--- src/rtl/irn_timeout_ctrl_pkg.sv ---
// Shared parameters, response payload type and helpers for the IRN timeout controller.
// Backoff support is compiled in with IRN_TIMEOUT_BACKOFF_EN.
package irn_timeout_ctrl_pkg;

    localparam int unsigned NUM_FLOWS      = 64;
    localparam int unsigned FLOW_ID_W      = 6;
    localparam int unsigned SEQ_W          = 32;
    localparam int unsigned WIN_IND_W      = 8;
    localparam int unsigned TIMER_W        = 16;
    localparam int unsigned RTO_LOW_THRESH = 3;
    localparam int unsigned MAX_BACKOFF    = 6;

    localparam logic [TIMER_W-1:0] RTO_LOW  = 16'd100;
    localparam logic [TIMER_W-1:0] RTO_HIGH = 16'd400;

    // Ceiling log2; clogb2(7) = 3.
    function automatic int unsigned clogb2(input int unsigned n);
        int unsigned r;
        r = 0;
        for (int i = 0; i < 32; i++) begin
            if ((32'd1 << i) < n) r = 32'(i + 1);
        end
        return r;
    endfunction

    localparam int unsigned BACKOFF_W = clogb2(MAX_BACKOFF + 1);

    // Sequence-space subtraction, modulo 2^SEQ_W.
    function automatic logic [SEQ_W-1:0] seq_diff(input logic [SEQ_W-1:0] a,
                                                  input logic [SEQ_W-1:0] b);
        return a - b;
    endfunction

    typedef struct packed {
        logic [FLOW_ID_W-1:0] flow_id;
        logic                 mark_rtx;
        logic                 in_recovery;
        logic [SEQ_W-1:0]     rtx_start;
        logic [SEQ_W-1:0]     rtx_end;
        logic [SEQ_W-1:0]     recovery_seq;
        logic [TIMER_W-1:0]   rtx_timer_amnt;
        logic [BACKOFF_W-1:0] backoff;
    } rsp_t;

endpackage

--- src/rtl/irn_timeout_ctrl_if.sv ---
// Timeout event, ACK-clear and response signals of the IRN timeout controller.
interface irn_timeout_ctrl_if;
    import irn_timeout_ctrl_pkg::*;

    logic                 to_valid;
    logic                 to_ready;
    logic [FLOW_ID_W-1:0] to_flow_id;
    logic [SEQ_W-1:0]     to_wnd_start;
    logic [SEQ_W-1:0]     to_next_new;
    logic [SEQ_W-1:0]     to_max_sack;
    logic [WIN_IND_W-1:0] to_acked_cnt;
    logic                 clr_valid;
    logic [FLOW_ID_W-1:0] clr_flow_id;
    logic                 rsp_valid;
    logic                 rsp_ready;
    logic [FLOW_ID_W-1:0] rsp_flow_id;
    logic                 rsp_mark_rtx;
    logic                 rsp_in_recovery;
    logic [SEQ_W-1:0]     rsp_rtx_start;
    logic [SEQ_W-1:0]     rsp_rtx_end;
    logic [SEQ_W-1:0]     rsp_recovery_seq;
    logic [TIMER_W-1:0]   rsp_rtx_timer_amnt;
    logic [BACKOFF_W-1:0] rsp_backoff;

    modport master (
        output to_valid, to_flow_id, to_wnd_start, to_next_new, to_max_sack, to_acked_cnt,
        output clr_valid, clr_flow_id, rsp_ready,
        input  to_ready, rsp_valid, rsp_flow_id, rsp_mark_rtx, rsp_in_recovery,
        input  rsp_rtx_start, rsp_rtx_end, rsp_recovery_seq, rsp_rtx_timer_amnt, rsp_backoff
    );

    modport slave (
        input  to_valid, to_flow_id, to_wnd_start, to_next_new, to_max_sack, to_acked_cnt,
        input  clr_valid, clr_flow_id, rsp_ready,
        output to_ready, rsp_valid, rsp_flow_id, rsp_mark_rtx, rsp_in_recovery,
        output rsp_rtx_start, rsp_rtx_end, rsp_recovery_seq, rsp_rtx_timer_amnt, rsp_backoff
    );

endinterface

--- src/rtl/irn_backoff_table.sv ---
// Per-flow saturating backoff exponent table: one read port, one increment port, one clear port.
// A clear and an increment on the same flow in one cycle resolve as clear, then increment.
module irn_backoff_table
    import irn_timeout_ctrl_pkg::*;
(
    input  logic                 clk,
    input  logic                 rst,
    input  logic [FLOW_ID_W-1:0] rd_id,
    output logic [BACKOFF_W-1:0] rd_data,
    input  logic                 inc_en,
    input  logic [FLOW_ID_W-1:0] inc_id,
    input  logic                 clr_en,
    input  logic [FLOW_ID_W-1:0] clr_id
);

    logic [BACKOFF_W-1:0] tab_q [NUM_FLOWS];
    logic [BACKOFF_W-1:0] tab_d [NUM_FLOWS];
    logic [BACKOFF_W-1:0] entry;

    assign rd_data = (32'(rd_id) < NUM_FLOWS) ? tab_q[rd_id] : '0;

    always_comb begin
        entry = '0;
        for (int unsigned i = 0; i < NUM_FLOWS; i++) begin
            entry = tab_q[i];
            if (clr_en && (32'(clr_id) == i)) entry = '0;
            if (inc_en && (32'(inc_id) == i)) begin
                entry = (entry >= BACKOFF_W'(MAX_BACKOFF)) ? BACKOFF_W'(MAX_BACKOFF)
                                                           : entry + BACKOFF_W'(1);
            end
            tab_d[i] = entry;
        end
    end

    always_ff @(posedge clk) begin
        for (int unsigned i = 0; i < NUM_FLOWS; i++) begin
            if (rst) tab_q[i] <= '0;
            else     tab_q[i] <= tab_d[i];
        end
    end

endmodule

--- src/rtl/irn_timeout_ctrl.sv ---
// IRN retransmission-timeout controller: one registered response per accepted timeout event.
// Define IRN_TIMEOUT_BACKOFF_EN to enable the per-flow exponential backoff table.
module irn_timeout_ctrl
    import irn_timeout_ctrl_pkg::*;
(
    input  logic               clk,
    input  logic               rst,
    irn_timeout_ctrl_if.slave  bus
);

    localparam int unsigned AMNT_W = TIMER_W + (32'd1 << BACKOFF_W);
    localparam logic [SEQ_W-1:0] INFL_MAX = SEQ_W'((32'd1 << WIN_IND_W) - 1);

    logic                 accept;
    logic                 nonempty;
    logic [SEQ_W-1:0]     out_cnt;
    logic [SEQ_W-1:0]     infl_raw;
    logic [SEQ_W-1:0]     sack_off;
    logic [WIN_IND_W-1:0] infl;
    logic [TIMER_W-1:0]   base_rto;
    logic [AMNT_W-1:0]    amnt_wide;
    logic [BACKOFF_W-1:0] bo;
    rsp_t                 rsp_new;
    rsp_t                 rsp_d, rsp_q;
    logic                 rsp_valid_d, rsp_valid_q;

    assign accept = bus.to_valid && bus.to_ready;

`ifdef IRN_TIMEOUT_BACKOFF_EN
    logic                 flow_ok;
    logic [BACKOFF_W-1:0] tab_rd;

    assign flow_ok = 32'(bus.to_flow_id) < NUM_FLOWS;

    irn_backoff_table u_backoff_table (
        .clk     (clk),
        .rst     (rst),
        .rd_id   (bus.to_flow_id),
        .rd_data (tab_rd),
        .inc_en  (accept && nonempty && flow_ok),
        .inc_id  (bus.to_flow_id),
        .clr_en  (bus.clr_valid),
        .clr_id  (bus.clr_flow_id)
    );

    // A same-cycle clear of this flow wins over the stored exponent.
    always_comb begin
        bo = tab_rd;
        if (!flow_ok || (bus.clr_valid && (bus.clr_flow_id == bus.to_flow_id))) bo = '0;
    end
`else
    logic unused_clr;
    assign unused_clr = ^{bus.clr_valid, bus.clr_flow_id};
    assign bo = '0;
`endif

    always_comb begin
        out_cnt   = seq_diff(bus.to_next_new, bus.to_wnd_start);
        nonempty  = (out_cnt != '0);
        infl_raw  = seq_diff(out_cnt, SEQ_W'(bus.to_acked_cnt));
        infl      = (infl_raw > INFL_MAX) ? '1 : infl_raw[WIN_IND_W-1:0];
        base_rto  = (infl > WIN_IND_W'(RTO_LOW_THRESH)) ? RTO_HIGH : RTO_LOW;
        amnt_wide = AMNT_W'(base_rto) << bo;
        sack_off  = seq_diff(bus.to_max_sack, bus.to_wnd_start);

        rsp_new.flow_id        = bus.to_flow_id;
        rsp_new.mark_rtx       = nonempty;
        rsp_new.in_recovery    = nonempty;
        rsp_new.rtx_start      = bus.to_wnd_start;
        // SACK outside (0, out] is stale or wrapped: retransmit only the head.
        rsp_new.rtx_end        = ((sack_off != '0) && (sack_off <= out_cnt))
                                 ? bus.to_max_sack : bus.to_wnd_start + SEQ_W'(1);
        rsp_new.recovery_seq   = bus.to_next_new;
        rsp_new.rtx_timer_amnt = (|amnt_wide[AMNT_W-1:TIMER_W]) ? '1 : amnt_wide[TIMER_W-1:0];
        rsp_new.backoff        = bo;
    end

    // Output register: load on accept, hold while stalled, drop valid on handshake.
    always_comb begin
        rsp_valid_d = rsp_valid_q;
        rsp_d       = rsp_q;
        if (rsp_valid_q && bus.rsp_ready) rsp_valid_d = 1'b0;
        if (accept) begin
            rsp_valid_d = 1'b1;
            rsp_d       = rsp_new;
        end
    end

    always_ff @(posedge clk) begin
        if (rst) begin
            rsp_valid_q <= 1'b0;
            rsp_q       <= '0;
        end else begin
            rsp_valid_q <= rsp_valid_d;
            rsp_q       <= rsp_d;
        end
    end

    assign bus.to_ready           = !rsp_valid_q || bus.rsp_ready;
    assign bus.rsp_valid          = rsp_valid_q;
    assign bus.rsp_flow_id        = rsp_q.flow_id;
    assign bus.rsp_mark_rtx       = rsp_q.mark_rtx;
    assign bus.rsp_in_recovery    = rsp_q.in_recovery;
    assign bus.rsp_rtx_start      = rsp_q.rtx_start;
    assign bus.rsp_rtx_end        = rsp_q.rtx_end;
    assign bus.rsp_recovery_seq   = rsp_q.recovery_seq;
    assign bus.rsp_rtx_timer_amnt = rsp_q.rtx_timer_amnt;
    assign bus.rsp_backoff        = rsp_q.backoff;

endmodule

--- src/flat_wrapper.sv ---
// flat-port wrapper written by rule: the top's interface ports become plain ports
module irn_timeout_ctrl_flat import irn_timeout_ctrl_pkg::*;
  (clk, rst, bus_to_valid, bus_to_flow_id, bus_to_wnd_start, bus_to_next_new, bus_to_max_sack, bus_to_acked_cnt, bus_clr_valid, bus_clr_flow_id, bus_rsp_ready, bus_to_ready, bus_rsp_valid, bus_rsp_flow_id, bus_rsp_mark_rtx, bus_rsp_in_recovery, bus_rsp_rtx_start, bus_rsp_rtx_end, bus_rsp_recovery_seq, bus_rsp_rtx_timer_amnt, bus_rsp_backoff);
  irn_timeout_ctrl_if bus_i ();
  input  logic clk;
  input  logic rst;
  input wire logic [$bits(bus_i.to_valid)-1:0] bus_to_valid;
  input wire logic [$bits(bus_i.to_flow_id)-1:0] bus_to_flow_id;
  input wire logic [$bits(bus_i.to_wnd_start)-1:0] bus_to_wnd_start;
  input wire logic [$bits(bus_i.to_next_new)-1:0] bus_to_next_new;
  input wire logic [$bits(bus_i.to_max_sack)-1:0] bus_to_max_sack;
  input wire logic [$bits(bus_i.to_acked_cnt)-1:0] bus_to_acked_cnt;
  input wire logic [$bits(bus_i.clr_valid)-1:0] bus_clr_valid;
  input wire logic [$bits(bus_i.clr_flow_id)-1:0] bus_clr_flow_id;
  input wire logic [$bits(bus_i.rsp_ready)-1:0] bus_rsp_ready;
  output wire logic [$bits(bus_i.to_ready)-1:0] bus_to_ready;
  output wire logic [$bits(bus_i.rsp_valid)-1:0] bus_rsp_valid;
  output wire logic [$bits(bus_i.rsp_flow_id)-1:0] bus_rsp_flow_id;
  output wire logic [$bits(bus_i.rsp_mark_rtx)-1:0] bus_rsp_mark_rtx;
  output wire logic [$bits(bus_i.rsp_in_recovery)-1:0] bus_rsp_in_recovery;
  output wire logic [$bits(bus_i.rsp_rtx_start)-1:0] bus_rsp_rtx_start;
  output wire logic [$bits(bus_i.rsp_rtx_end)-1:0] bus_rsp_rtx_end;
  output wire logic [$bits(bus_i.rsp_recovery_seq)-1:0] bus_rsp_recovery_seq;
  output wire logic [$bits(bus_i.rsp_rtx_timer_amnt)-1:0] bus_rsp_rtx_timer_amnt;
  output wire logic [$bits(bus_i.rsp_backoff)-1:0] bus_rsp_backoff;
  assign bus_i.to_valid = bus_to_valid;
  assign bus_i.to_flow_id = bus_to_flow_id;
  assign bus_i.to_wnd_start = bus_to_wnd_start;
  assign bus_i.to_next_new = bus_to_next_new;
  assign bus_i.to_max_sack = bus_to_max_sack;
  assign bus_i.to_acked_cnt = bus_to_acked_cnt;
  assign bus_i.clr_valid = bus_clr_valid;
  assign bus_i.clr_flow_id = bus_clr_flow_id;
  assign bus_i.rsp_ready = bus_rsp_ready;
  assign bus_to_ready = bus_i.to_ready;
  assign bus_rsp_valid = bus_i.rsp_valid;
  assign bus_rsp_flow_id = bus_i.rsp_flow_id;
  assign bus_rsp_mark_rtx = bus_i.rsp_mark_rtx;
  assign bus_rsp_in_recovery = bus_i.rsp_in_recovery;
  assign bus_rsp_rtx_start = bus_i.rsp_rtx_start;
  assign bus_rsp_rtx_end = bus_i.rsp_rtx_end;
  assign bus_rsp_recovery_seq = bus_i.rsp_recovery_seq;
  assign bus_rsp_rtx_timer_amnt = bus_i.rsp_rtx_timer_amnt;
  assign bus_rsp_backoff = bus_i.rsp_backoff;
  irn_timeout_ctrl u_core (.clk(clk), .rst(rst), .bus(bus_i));
endmodule
--- config.mk ---
export PLATFORM = sky130hd
export DESIGN_NAME = irn_timeout_ctrl_flat
export DESIGN_NICKNAME = d
export VERILOG_FILES = /design/src/rtl/irn_timeout_ctrl_pkg.sv /design/src/rtl/irn_timeout_ctrl_if.sv /design/src/rtl/irn_backoff_table.sv /design/src/rtl/irn_timeout_ctrl.sv /design/src/flat_wrapper.sv
export SDC_FILE = /design/constraint.sdc
export NUM_CORES = 1
export LEC_CHECK = 0
export BUFFER_PORTS_ARGS = -buffer_cell sky130_fd_sc_hd__buf_2
export CAP_MARGIN = 30
export CORE_MARGIN = 2
export CORE_UTILIZATION = 50
export CTS_CLUSTER_SIZE = 25
export DETAILED_ROUTE_END_ITERATION = 6
export PLACE_DENSITY = 0.75
export SLEW_MARGIN = 10
export SYNTH_ARGS = -nofsm -noshare
export SYNTH_HDL_FRONTEND = slang
export SYNTH_SLANG_ARGS = --single-unit
--- constraint.sdc ---
create_clock -name clk -period 10.13 [get_ports clk]
set_input_delay 1.013 -clock clk [delete_from_list [all_inputs] [get_ports clk]]
set_output_delay 1.013 -clock clk [all_outputs]
set_load 0.005 [all_outputs]
==> metrics.md <==
| Metric | Value |
|---|---|
| Status | `complete, no violations` |
| Vias in the first global route | `9769` |
| GRT Max-Usage Layer | `met2` |
| GRT met2 Usage | `44.72%` |
| Post-route clock period utilization | `57.82%` |
| TritonCTS Buffers | `9` |
| Post-Route WL | `31840 um` |
| Grt total ovfl | `0` |
| RSZ-0062 raised after global routing | `no` |
| Layout Nets | `1766` |
| Met3 Resource Use GR | `4.771%` |
| Antenna violations before repair | `0` |
| Die Y | `148.8 um` |
| Max Clk Rate | `170.7 MHz` |
| Slowest-stage cell, CP | `o41ai_2` |
| Total core area | `0.02043 mm^2` |
| Die area | `0.02213 mm^2` |
| Count of flip-flops with a built-in enable after synthesis | `0` |
| CP Class | `in -> reg` |
| Max Cap Viol | `0` |
| Placer Congestion | `0.9766` |
| Post-CTS setup buffers | `0` |
| Synth Area per Inst | `7.604 um^2` |
| Crit path max fanout | `16` |
| TNS Setup | `0 ps` |
| Worst-path clk slew | `80 ps` |
| Final hold vios | `0` |
| Endpoints failing setup | `0` |
| Clk buf depth | `2` |
| Worst Path Arrival | `6100 ps` |
| Critical Path Max Stage Delay | `550 ps` |
| DR vias | `10680` |
| Iteration-0 DRC Markers | `869` |
| DR vias/cell | `5.860` |
| Seq/Total Area, Yosys | `20.25%` |
| PwrDens | `135.8 mW/mm^2` |
| Ys Warns | `0` |
| H-tree depth | `3` |
| Drt first pass iters | `7` |
| Antenna-violating nets left | `0` |
| # resized after CTS | `0` |
| Core Util, Final | `58.57%` |
| Synth unique cells | `91` |
| Residual DRC | `0` |
| Number of port buffers | `225` |
| Critical path cell sequence | `buf_2 -> inv_1 -> ha_1 -> o211ai_1 -> a21oi_1 -> nor2_1 -> o31a_1 -> o41ai_2 -> o21ai_1 -> o21ai_1 -> a21oi_1 -> xnor2_1 -> ha_1 -> nand4_1 -> nor2_1 -> and2_1 -> nand4_2 -> a31oi_2 -> o32a_2 -> nor2_4 -> buf_16 -> o311ai_2` |
| Largest net degree at the start of global routing | `85` |
| Syn Inst Count | `1378` |
| Tmin final | `5857 ps` |
| Post-Syn Area | `0.01048 mm^2` |
| Hold_buf cts | `0` |
| Die width | `148.8 um` |
| Maximum VDD drop | `0.09228 mV` |
| Total GRT Usage | `28.04%` |
| Worst slew pin tran | `965.2 ps` |
| Relative slew slack | `35.06%` |
| Detailed placement HPWL | `24740 um` |
| Lkg Pwr | `0.005228 uW` |
| Global-route wire length before repair | `49890 um` |
| Slew Limit Fails | `0` |
| Boundary pin count | `246` |
| Worst hold path type | `reg -> reg` |
| Rows | `52` |
| Average wire per standard cell | `17.47 um` |
| CTS tree | `yes` |
| Area growth, synth to finish | `14.18%` |
| Worst EP required | `10370 ps` |
| Worst Skew | `8.959 ps` |
| # diodes | `0` |
| Post-synth ARST share | `0%` |
| Layout cells sized above 1 | `20.04%` |
| Clock root cell | `clkbuf_16` |
| Met1 Track Usage GR | `39.71%` |
| Clk sink count | `106` |
| Synth Register Bits | `106` |
| Synth Flop Type | `dfxtp_1` |
| Critical Path Start Type | `input pin` |
| Clk_lat worst skew | `370 ps` |
| Critical path endpoint category | `flop` |
| Initial Util | `51.29%` |
==> layer usage <==
| layer | vias to the layer above | routed length (um) |
|---|---|---|
| li1 | 5299 | - |
| met1 | 4997 | 14870 |
| met2 | 357 | 14210 |
| met3 | 24 | 2253 |
| met4 | 0 | 499 |
| met5 | - | 0 |
==> logic make-up (layout without fill, tap and decap cells) <==
group / count (synthesis) / after routing / share of synthesized area [%]
AO/OA/AOI/OAI: 375 / 375 / 26.04
XOR/XNOR: 95 / 95 / 8.084
adder cells (fa/ha/maj): 100 / 100 / 12.11
other: 1 / 13 / 0.03579
multiplexers: 6 / 6 / 0.5970
flip-flops: 106 / 106 / 20.25
AND/OR/NAND/NOR: 534 / 534 / 26.15
buffers and inverters: 161 / 323 / 6.734
==> report_power, final <==
part	total [uW]	switching [uW]	internal (uW)
registers	480	21.7	458
logic	779	467	312
clock network	366	192	173
==> area by class of cell <==
type,instances,area (um^2)
tap,270,337.8
clock inverter,6,61.31
inverter,73,274.0
fill,1968,8464
sequential,106,2122
timing repair buffer,234,1236
clock buffer,10,229.0
multi-input combinational,1123,7705
==> final timing paths <==
| path | slack (ps) | to | cells past startpoint | from |
|---|---|---|---|---|
| min | 450 | u_core.bus.rsp_recovery_seq[10] | 2 | u_core.bus.rsp_recovery_seq[10] |
| max | 4270 | u_core.bus.rsp_rtx_end[22] | 22 | bus_to_wnd_start[3] |
| max reg2reg | 7660 | u_core.bus.rsp_rtx_timer_amnt[7] | 7 | u_core.bus.rsp_valid |
| min reg2reg | 450 | u_core.bus.rsp_recovery_seq[10] | 2 | u_core.bus.rsp_recovery_seq[10] |
==> sequential cells by signal, summed over array words and instances, names as in the netlist <==
name / count
u_core.bus.rsp_mark_rtx: 1
u_core.bus.rsp_rtx_start: 32
u_core.bus.rsp_valid: 1
u_core.bus.rsp_rtx_timer_amnt: 2
u_core.bus.rsp_flow_id: 6
u_core.bus.rsp_recovery_seq: 32
u_core.bus.rsp_rtx_end: 32
==> through the flow <==
| step | cells | area [um^2] | hold WS [ps] | total power, uW | worst slack, ps |
|---|---|---|---|---|---|
| finish | 1822 | 11970 | 451.7 | 1625 | 4273 |
| global route | 1822 | 11970 | 471.6 | 1727 | 3947 |
| CTS | 1822 | 11970 | 454.6 | 1622 | 4313 |
| detailed placement | 1806 | 11670 | 443.8 | 1252 | 3957 |
| global placement | 1804 | 11620 | 437.9 | 1226 | 3762 |
| floorplan | 1390 | 10520 | 452.7 | 1044 | 4876 |
==> Yosys cell counts (29+ instances only) <==
cell type | number | area [um^2]
o21ai_0 | 46 | 230.2
a21oi_1 | 144 | 720.7
dfxtp_1 | 106 | 2122
nand2_1 | 202 | 758.2
nor3_1 | 29 | 145.1
nor2_1 | 61 | 229.0
ha_1 | 95 | 1189
clkbuf_1 | 54 | 202.7
inv_1 | 73 | 274.0
xnor2_1 | 66 | 578.1
nor3b_1 | 36 | 270.3
nand3_1 | 58 | 290.3
nand3b_1 | 34 | 255.2
==> worst max-delay path: cells and delay by family <==
family | cells | cell delay [ps]
xor gates and xnor gates | 1 | 290
buffers and inverters | 3 | 450
and+or+nand+nor | 6 | 1180
adders and majority gates | 2 | 690
AOI/OAI and AO/OA | 10 | 2440
==> placed cells by master, fill, tap and decap left out, drive strengths merged, types with 34 or more instances in the layout <==
master and count:
nand3b 34, buf 234, inv 75, xnor2 66, nor2 63, nand2 202, nor3b 36, nand3 58
ha 95, dfxtp 106, o21ai 52, a21oi 147
Note: power is estimated with default switching activity, not from simulation.
